--- src/rtl/regfile_write_arbiter.sv ---
`default_nettype none
// =============================================================================
// regfile_write_arbiter
//   Round-robin sharing of the register-file write port between requesters A/B,
//   registered onto W_En/W_Addr/W_Data. Optional clear sequencer: REGFILE_ARB_CLEAR_EN.
// Revision: 1.0
// =============================================================================
module regfile_write_arbiter #(
    parameter int NUM_REGS = 8,
    parameter int ADDR_W   = 3,
    parameter int DATA_W   = 32
) (
    input  logic              Clk,
    input  logic              Rst,
    input  logic              A_Req,
    input  logic [ADDR_W-1:0] A_Addr,
    input  logic [DATA_W-1:0] A_Data,
    output logic              A_Gnt,
    input  logic              B_Req,
    input  logic [ADDR_W-1:0] B_Addr,
    input  logic [DATA_W-1:0] B_Data,
    output logic              B_Gnt,
    input  logic              Clr_Start,
    output logic              Busy,
    output logic              W_En,
    output logic [ADDR_W-1:0] W_Addr,
    output logic [DATA_W-1:0] W_Data
);

    logic              r_prio;      // 0: A wins a tie, 1: B wins a tie
    logic              w_a_gnt;
    logic              w_b_gnt;
    logic              w_clr_go;
    logic              w_in_clear;
    logic [ADDR_W-1:0] w_clr_addr;

`ifdef REGFILE_ARB_CLEAR_EN
    localparam logic [ADDR_W-1:0] C_LAST_ADDR = ADDR_W'(NUM_REGS - 1);

    typedef enum logic [0:0] {
        IDLE  = 1'b0,
        CLEAR = 1'b1
    } state_t;

    state_t            r_state;
    state_t            w_state_nxt;
    logic [ADDR_W-1:0] r_cnt;

    always_ff @(posedge Clk) begin
        if (Rst) begin
            r_state <= IDLE;
            r_cnt   <= '0;
        end else begin
            r_state <= w_state_nxt;
            if (r_state == CLEAR) begin
                r_cnt <= r_cnt + 1'b1;
            end else begin
                r_cnt <= '0;
            end
        end
    end

    always_comb begin
        w_state_nxt = r_state;
        if (r_state == IDLE) begin
            if (Clr_Start) begin
                w_state_nxt = CLEAR;
            end
        end else begin
            if (r_cnt == C_LAST_ADDR) begin
                w_state_nxt = IDLE;
            end
        end
    end

    assign w_in_clear = (r_state == CLEAR);
    assign w_clr_go   = (r_state == IDLE) && Clr_Start;
    assign w_clr_addr = r_cnt;
`else
    logic w_unused_clr_start;
    assign w_unused_clr_start = Clr_Start;
    assign w_in_clear         = 1'b0;
    assign w_clr_go           = 1'b0;
    assign w_clr_addr         = '0;
`endif

    // A clear request in the same cycle pre-empts any grant.
    always_comb begin
        w_a_gnt = 1'b0;
        w_b_gnt = 1'b0;
        if (!Rst && !w_in_clear && !w_clr_go) begin
            if (A_Req && (!B_Req || !r_prio)) begin
                w_a_gnt = 1'b1;
            end else if (B_Req) begin
                w_b_gnt = 1'b1;
            end
        end
    end

    assign A_Gnt = w_a_gnt;
    assign B_Gnt = w_b_gnt;
    assign Busy  = w_in_clear;

    always_ff @(posedge Clk) begin
        if (Rst) begin
            W_En   <= 1'b0;
            W_Addr <= '0;
            W_Data <= '0;
            r_prio <= 1'b0;
        end else if (w_in_clear) begin
            W_En   <= 1'b1;
            W_Addr <= w_clr_addr;
            W_Data <= '0;
        end else if (w_a_gnt) begin
            W_En   <= 1'b1;
            W_Addr <= A_Addr;
            W_Data <= A_Data;
            r_prio <= 1'b1;
        end else if (w_b_gnt) begin
            W_En   <= 1'b1;
            W_Addr <= B_Addr;
            W_Data <= B_Data;
            r_prio <= 1'b0;
        end else begin
            W_En   <= 1'b0;
        end
    end

endmodule
`default_nettype wire

--- config.mk ---
export PLATFORM = sky130hd
export DESIGN_NAME = regfile_write_arbiter
export DESIGN_NICKNAME = d
export VERILOG_FILES = /design/src/rtl/regfile_write_arbiter.sv
export SDC_FILE = /design/constraint.sdc
export NUM_CORES = 1
export LEC_CHECK = 0
export BUFFER_PORTS_ARGS = -buffer_cell sky130_fd_sc_hd__buf_2
export CELL_PAD_IN_SITES_DETAIL_PLACEMENT = 0
export CELL_PAD_IN_SITES_GLOBAL_PLACEMENT = 2
export CORE_MARGIN = 4
export CORE_UTILIZATION = 22
export DETAILED_ROUTE_END_ITERATION = 8
export PLACE_DENSITY_LB_ADDON = 0.15
export SYNTH_ARGS = -nofsm -noshare
export SYNTH_HDL_FRONTEND = slang
export SYNTH_SLANG_ARGS = --single-unit
--- constraint.sdc ---
create_clock -name Clk -period 1.9 [get_ports Clk]
set_clock_uncertainty 0.05 [all_clocks]
set_input_delay 0.285 -clock Clk [delete_from_list [all_inputs] [get_ports Clk]]
set_output_delay 0.285 -clock Clk [all_outputs]
set_load 0.01 [all_outputs]
==> metrics, run 1 <==
number of setup violations in the final report=0; top post-synthesis cells by area=dfxtp_1, o31ai_1, a31oi_1; IO buf count=111; Logic pwr share=approximately a quarter; Post-Route Utilization=~32%; RePlAce Congestion=0.682; Synth area leader=dfxtp_1; CP Launch Type=register; CTS tree=yes; fin nets=approximately 400; Die ar.=0.00974 sq mm; Sw Pwr=approximately 0.00054 W; crit path time final=between 1500 and 2000 ps; Starting Density=a little under a quarter; synthesized instance count=about 220; Post-synth EDFFs=0; post-synth top area share=a little over 40%; clock sinks=37; max-slew violation count=0; share of cells above drive strength 1=between 40% and 50%; via count=2,127; Crit Reg-Reg Endpoint=W_Data[28]; drt pass-1 iters=4; dpl hpwl=around 4.8 mm; synthesized cell area=0.00181 sq mm; Root Buffer=clkbuf_8; Rows=32; Critical Path RT=1560 ps; post-route non-filler standard cell count=between 400 and 500; DP Cell Count=between 400 and 500; Residual DRC=0; Max Cap Viol=0; Slew @ Worst Pin=roughly 530 ps; worst hold stages=2; post-CTS setup buffer count=0; Worst slew margin=between 60 and 70%; fmax=0.608 GHz; Setup TNS=0 ps; Seq pwr share=roughly 47%; first-pass GRT wire length=approximately 11 mm; clock share of power=29.3%; Finished Cell Area=approximately 0.0025 sq mm; #FFs+latches synth=37; number of global-route vias before repair=2,112; Setup crit start=r_prio; hold buffers post-CTS=0; Starting DRT DRC Count=80; initial antenna violation count=0; post-DR wirelength/cell=between 15 and 20 um; Post-CTS Resized=0; Hold Startpoint=Rst; area growth from synthesis to layout=40.8%; Routed Antenna Nets=0; Via-to-Cell Ratio=just over 5; Main synth FF type=dfxtp_1; met3 wire length=725 um; gr usage total=between 10% and 20%; Worst-path clk slew=70 ps; Peak VDD IR=225 uV; largest net degree at the start of global routing=38; Yosys cell types=20; Worst Hold Class=primary input to register; Die X-Extent=98.7 um; WHS Endpoint=r_prio; Crit. End Element=output pin; r2r worst-path depth=4; Internal=~0.0013 W; reg2reg setup slack=between 500 and 600 ps; power density over the cells=approximately 710 mW/mm^2; metal1 wirelength=approximately 3.3 mm; CP Max Fanout=4; CTS H-tree lvls=2; CORE AREA=slightly below 0.008 sq mm; Post-Syn Area per Cell=roughly 8.2 sq um; Seq/Total Area, Yosys=40.9%; Post-synth ARST share=0%; CP Class=register to output pin; sw frac=29.8%; Post-synth top cells=dfxtp_1, a31oi_1, nand3_1, o31ai_1, o21ai_0; outcome=complete, no violations; uppermost layer routed=met4; worst-skew pair later-pin latency=approximately 280 ps; Leakage=between 1 and 1.5 nW; syn_nets=around 300; GRT overflow=0; met2 WL=3.29 mm; Worst EP arrival=roughly 1300 ps; chip height=98.7 um; r2r startpoint=r_prio; Yosys warning total=0; n_diodes=0; # IOs=around 110; crit share post-route=roughly 86%; routed wire length=7.39 mm; unrepaired setup endpoints after global routing=false; placed instance area=around 0.0025 sq mm; top-count cell post-synth=dfxtp_1; CTS buffer count=5; final worst hold slack=between 150 and 200 ps; count of final hold-check violations=0; clock buffer depth=2
## sequential cells by signal, summed over array words and instances, names as in the netlist
signal and count:
W_Data 32, W_Addr 3, W_En 1, r_prio 1
## worst max path at each step
stage | slack [ps] | to
6_report | 260 | A_Gnt
4_1_cts | 240 | A_Gnt
3_3_place_gp | 360 | W_Addr[1]
3_5_place_dp | 340 | W_Data[28]
2_1_floorplan | 340 | A_Gnt
5_1_grt | 180 | A_Gnt
## metrics by stage
| step | worst slack, ps | total power [W] |
|---|---|---|
| floorplan | 343 | 0.00110 |
| global placement | 356 | 0.00131 |
| detailed placement | 340 | 0.00131 |
| CTS | 239 | 0.00186 |
| global route | 180 | 0.00193 |
| finish | 257 | 0.00182 |
## power groups by stage
stage | Clock [W] | Combinational, W | Sequential [W]
2_1_floorplan | 0 | 0.000197 | 0.000902
3_5_place_dp | 0 | 0.000436 | 0.000876
3_3_place_gp | 0 | 0.000438 | 0.000875
4_1_cts | 0.000568 | 0.000437 | 0.000858
6_report | 0.000533 | 0.000430 | 0.000858
5_1_grt | 0.000590 | 0.000473 | 0.000865
## layout by cell type (no fill, tap or decap), drive strengths merged
cell / synthesis / layout
a21oi: 1 / 1
o31ai: 35 / 35
buf: 10 / 122
conb: 1 / 1
inv: 2 / 2
nor2: 1 / 1
nand3: 35 / 35
clkinv: 1 / 1
or3: 1 / 1
o21ai: 36 / 36
dfxtp: 37 / 37
nor2b: 2 / 2
nand2b: 3 / 3
clkbuf: 21 / 8
and2: 1 / 1
a31oi: 35 / 35
## worst max-delay path: stages, from the launching register on
cell,delay (ps)
dfxtp_1,340
and2_4,140
or3_1,360
inv_1,70
buf_2,120
## routing by layer
metal	GRT usage, %	vias up
li1	-	1046
met1	20.0	971
met2	22.5	106
met3	4.88	4
met4	2.84	0
met5	0	-
## logic make-up after synthesis
kind of cell / synth area share, %
AO/OA/AOI/OAI: 36.8
AND/OR/NAND/NOR: 12.4
flip-flops: 40.9
buffers and inverters: 9.61
other: 0.207
## final cells by class
type                       instances  area, sq um
clock buffer                       8         80.1
tap                              102          128
inverter                           3         11.3
timing repair buffer             122          688
sequential                        37          741
fill                             906         5300
multi-input combinational        151          901
No activity file was read; power rests on OpenSTA's default activity.
==> run 2, diff against run 1 <==
--- a/config.mk
+++ b/config.mk
@@ -5,6 +5,7 @@
 export SDC_FILE = /design/constraint.sdc
 export NUM_CORES = 1
 export LEC_CHECK = 0
+export ABC_AREA = 1
 export BUFFER_PORTS_ARGS = -buffer_cell sky130_fd_sc_hd__buf_2
 export CELL_PAD_IN_SITES_DETAIL_PLACEMENT = 0
 export CELL_PAD_IN_SITES_GLOBAL_PLACEMENT = 2
@@ -12,6 +13,7 @@
 export CORE_UTILIZATION = 22
 export DETAILED_ROUTE_END_ITERATION = 8
 export PLACE_DENSITY_LB_ADDON = 0.15
+export RECOVER_POWER = 25
 export SYNTH_ARGS = -nofsm -noshare
 export SYNTH_HDL_FRONTEND = slang
 export SYNTH_SLANG_ARGS = --single-unit
==> metrics, run 2 <==
Cell Chain, Critical Path=inv_1, nand2_1, nand2_2, buf_4, inv_1, buf_2; Post-synth EDFFs=0 (unchanged); Worst EP arrival=1400 ps (+90 ps); Main synth FF type=dfxtp_1; max-slew violation count=0 (unchanged); CP Max Fanout=36 (+32); number of setup violations in the final report=0 (unchanged); Worst-path clk slew=70 ps (about the same); Worst slew margin=56.6% (-7.6 points); synthesized instance count=325 (+46%); commonest non-fill, non-tap cell in the layout=nand2_1; count of final hold-check violations=0 (unchanged); r2r worst-path depth=6 (+2); Post-CTS Resized=0 (unchanged); Peak VDD IR=218 uV (-3.1%); cell family with most CP delay=buffers and inverters; worst hold stages=2 (unchanged); Starting DRT DRC Count=69 (-14%); number of global-route vias before repair=2,352 (+11%); dpl hpwl=4.67 mm (-3.6%); Leakage=1.48 nW (+34%); Post-Place Setup Slack=199 ps (-142 ps); CP Class=register to output pin; Post-synth top cells=nand2_1, nor2_1, dfxtp_1; drt pass-1 iters=4 (unchanged); Post-Route Utilization=30.1% (-2.4 points); Sw Pwr=0.000613 W (+13%); worst-skew pair later-pin latency=280 ps (about the same); outcome=complete, no violations; CP bufs+invs=4 (+2); Rows=35 (+9.4%); via count=2,354 (+11%); Seq pwr share=45.1% (-2.0 points); most frequent cells in the layout=nand2_1, buf_2, nor2_1, dfxtp_1; Worst Hold Class=primary input to register; Synth area leader=dfxtp_1; Die X-Extent=106 um (+7.1%); share of cells above drive strength 1=26.2% (-15 points); n_diodes=0 (unchanged); CORE AREA=0.00928 sq mm (+18%); gr usage total=12.9% (-1.7 points); post-synth top area share=35.3% (-5.7 points); post-route setup slack=162 ps (-94.6 ps); # IOs=114 (unchanged); fill count=1,116 (+23%); Biggest register=W_Data; top post-synthesis cells by area=dfxtp_1, nand2_1, nor2_1; Starting Density=22.6% (-0.44 points); chip height=106 um (+7.1%); RePlAce Congestion=0.687 (+0.69%); CTS H-tree lvls=2 (unchanged); GRT overflow=0 (unchanged); stages on the worst setup path=6 (+2); initial antenna violation count=0 (unchanged); clock share of power=27.2% (-2.1 points); IO buf count=111 (unchanged); Yosys warning total=0 (unchanged); Routed Antenna Nets=0 (unchanged); CP Launch Type=register; Setup TNS=0 ps (unchanged); Seq/Total Area, Yosys=35.3% (-5.7 points); Max Cap Viol=0 (unchanged); Max stage delay on crit path=380 ps (+20 ps); #FFs+latches synth=37 (unchanged); Crit. End Element=output pin; CTS buffer count=5 (unchanged); crit share post-route=91.5% (+5.0 points); Root Buffer=clkbuf_8; first-pass GRT wire length=11.7 mm (+1.8%); Slew @ Worst Pin=649 ps (+117 ps); Yosys cell types=15 (-25%); post-DR wirelength/cell=13.1 um (-25%); final worst hold slack=151 ps (-18.6 ps); sw frac=31.4% (+1.6 points); unrepaired setup endpoints after global routing=false; synthesized cell area=0.00210 sq mm (+16%); Critical Path RT=1560 ps (about the same); Residual DRC=0 (unchanged); CP most frequent cell=inv_1; clock sinks=37 (unchanged); CTS tree=yes; top-count cell post-synth=nand2_1; Die ar.=0.0112 sq mm (+15%); Internal=0.00134 W (+4.7%); power density over the cells=698 mW/mm^2 (-2.4%); fin nets=497 (+26%); post-CTS setup buffer count=0 (unchanged); crit path time final=1740 ps (+94.6 ps); Largest register FFs=32 (unchanged); area growth from synthesis to layout=33.1%; biggest regs=W_Data x32, W_Addr x3; largest net degree at the start of global routing=50 (+32%); fmax=0.575 GHz (-5.4%); syn_nets=400 (+35%); clock buffer depth=2 (unchanged); hold buffers post-CTS=0 (unchanged); Crit-path slowest cell=buf_4; Post-Syn Area per Cell=6.46 sq um (-21%); routed wire length=7.25 mm (-1.9%); Post-synth ARST share=0% (unchanged); Via-to-Cell Ratio=4.26 (-15%); Logic pwr share=27.6% (+4.0 points)
==> run 2: cell type report <==
type	count	area [sq um]	area share, %
timing repair buffer	118	599	21.4
multi-input combinational	254	1190	42.6
tap	129	161	5.77
clock buffer	8	80.1	2.86
inverter	6	22.5	0.805
sequential	37	741	26.5
==> run 2: power by group through the flow <==
| stage | combinational (W) | sequential, W | clock, W |
|---|---|---|---|
| floorplan | 0.000309 | 0.000931 | 0 |
| global placement | 0.000558 | 0.000896 | 0 |
| detailed placement | 0.000559 | 0.000898 | 0 |
| CTS | 0.000561 | 0.000881 | 0.000575 |
| global route | 0.000618 | 0.000889 | 0.000594 |
| finish | 0.000539 | 0.000881 | 0.000532 |
==> run 2: per-stage QoR <==
step | total power, W | cell area (sq um) | std cells
after global routing | 0.00210 | 2800 | 552
after floorplan | 0.00124 | 2100 | 325
after detailed placement | 0.00146 | 2740 | 544
after CTS | 0.00202 | 2820 | 552
final | 0.00195 | 2800 | 552
after global placement | 0.00145 | 2740 | 544
==> run 2: path summary, 6_finish.rpt <==
| kind | start | end | slack (ps) |
|---|---|---|---|
| setup / recovery | r_prio | B_Gnt | 160 |
| hold / removal | Rst | r_prio | 150 |
| setup reg to reg | r_prio | W_Data[3] | 430 |
| hold reg to reg | r_prio | r_prio | 520 |
==> run 2: kinds of logic after synthesis <==
group | after synthesis | synth area share [%]
and+or+nand+nor | 252 | 56.5
DFF | 37 | 35.3
buffers and inverters | 34 | 7.86
AOI/OAI and AO/OA | 1 | 0.238
other | 1 | 0.179
==> run 2: metal layers <==
| metal | share of wire [%] | track usage, % | vias up |
|---|---|---|---|
| met3 | 6.9 | 3.43 | 6 |
| met5 | 0 | 0 | - |
| met1 | 47 | 16.3 | 1022 |
| met2 | 45 | 21.6 | 85 |
| met4 | 0.94 | 3.33 | 0 |
| li1 | - | - | 1241 |
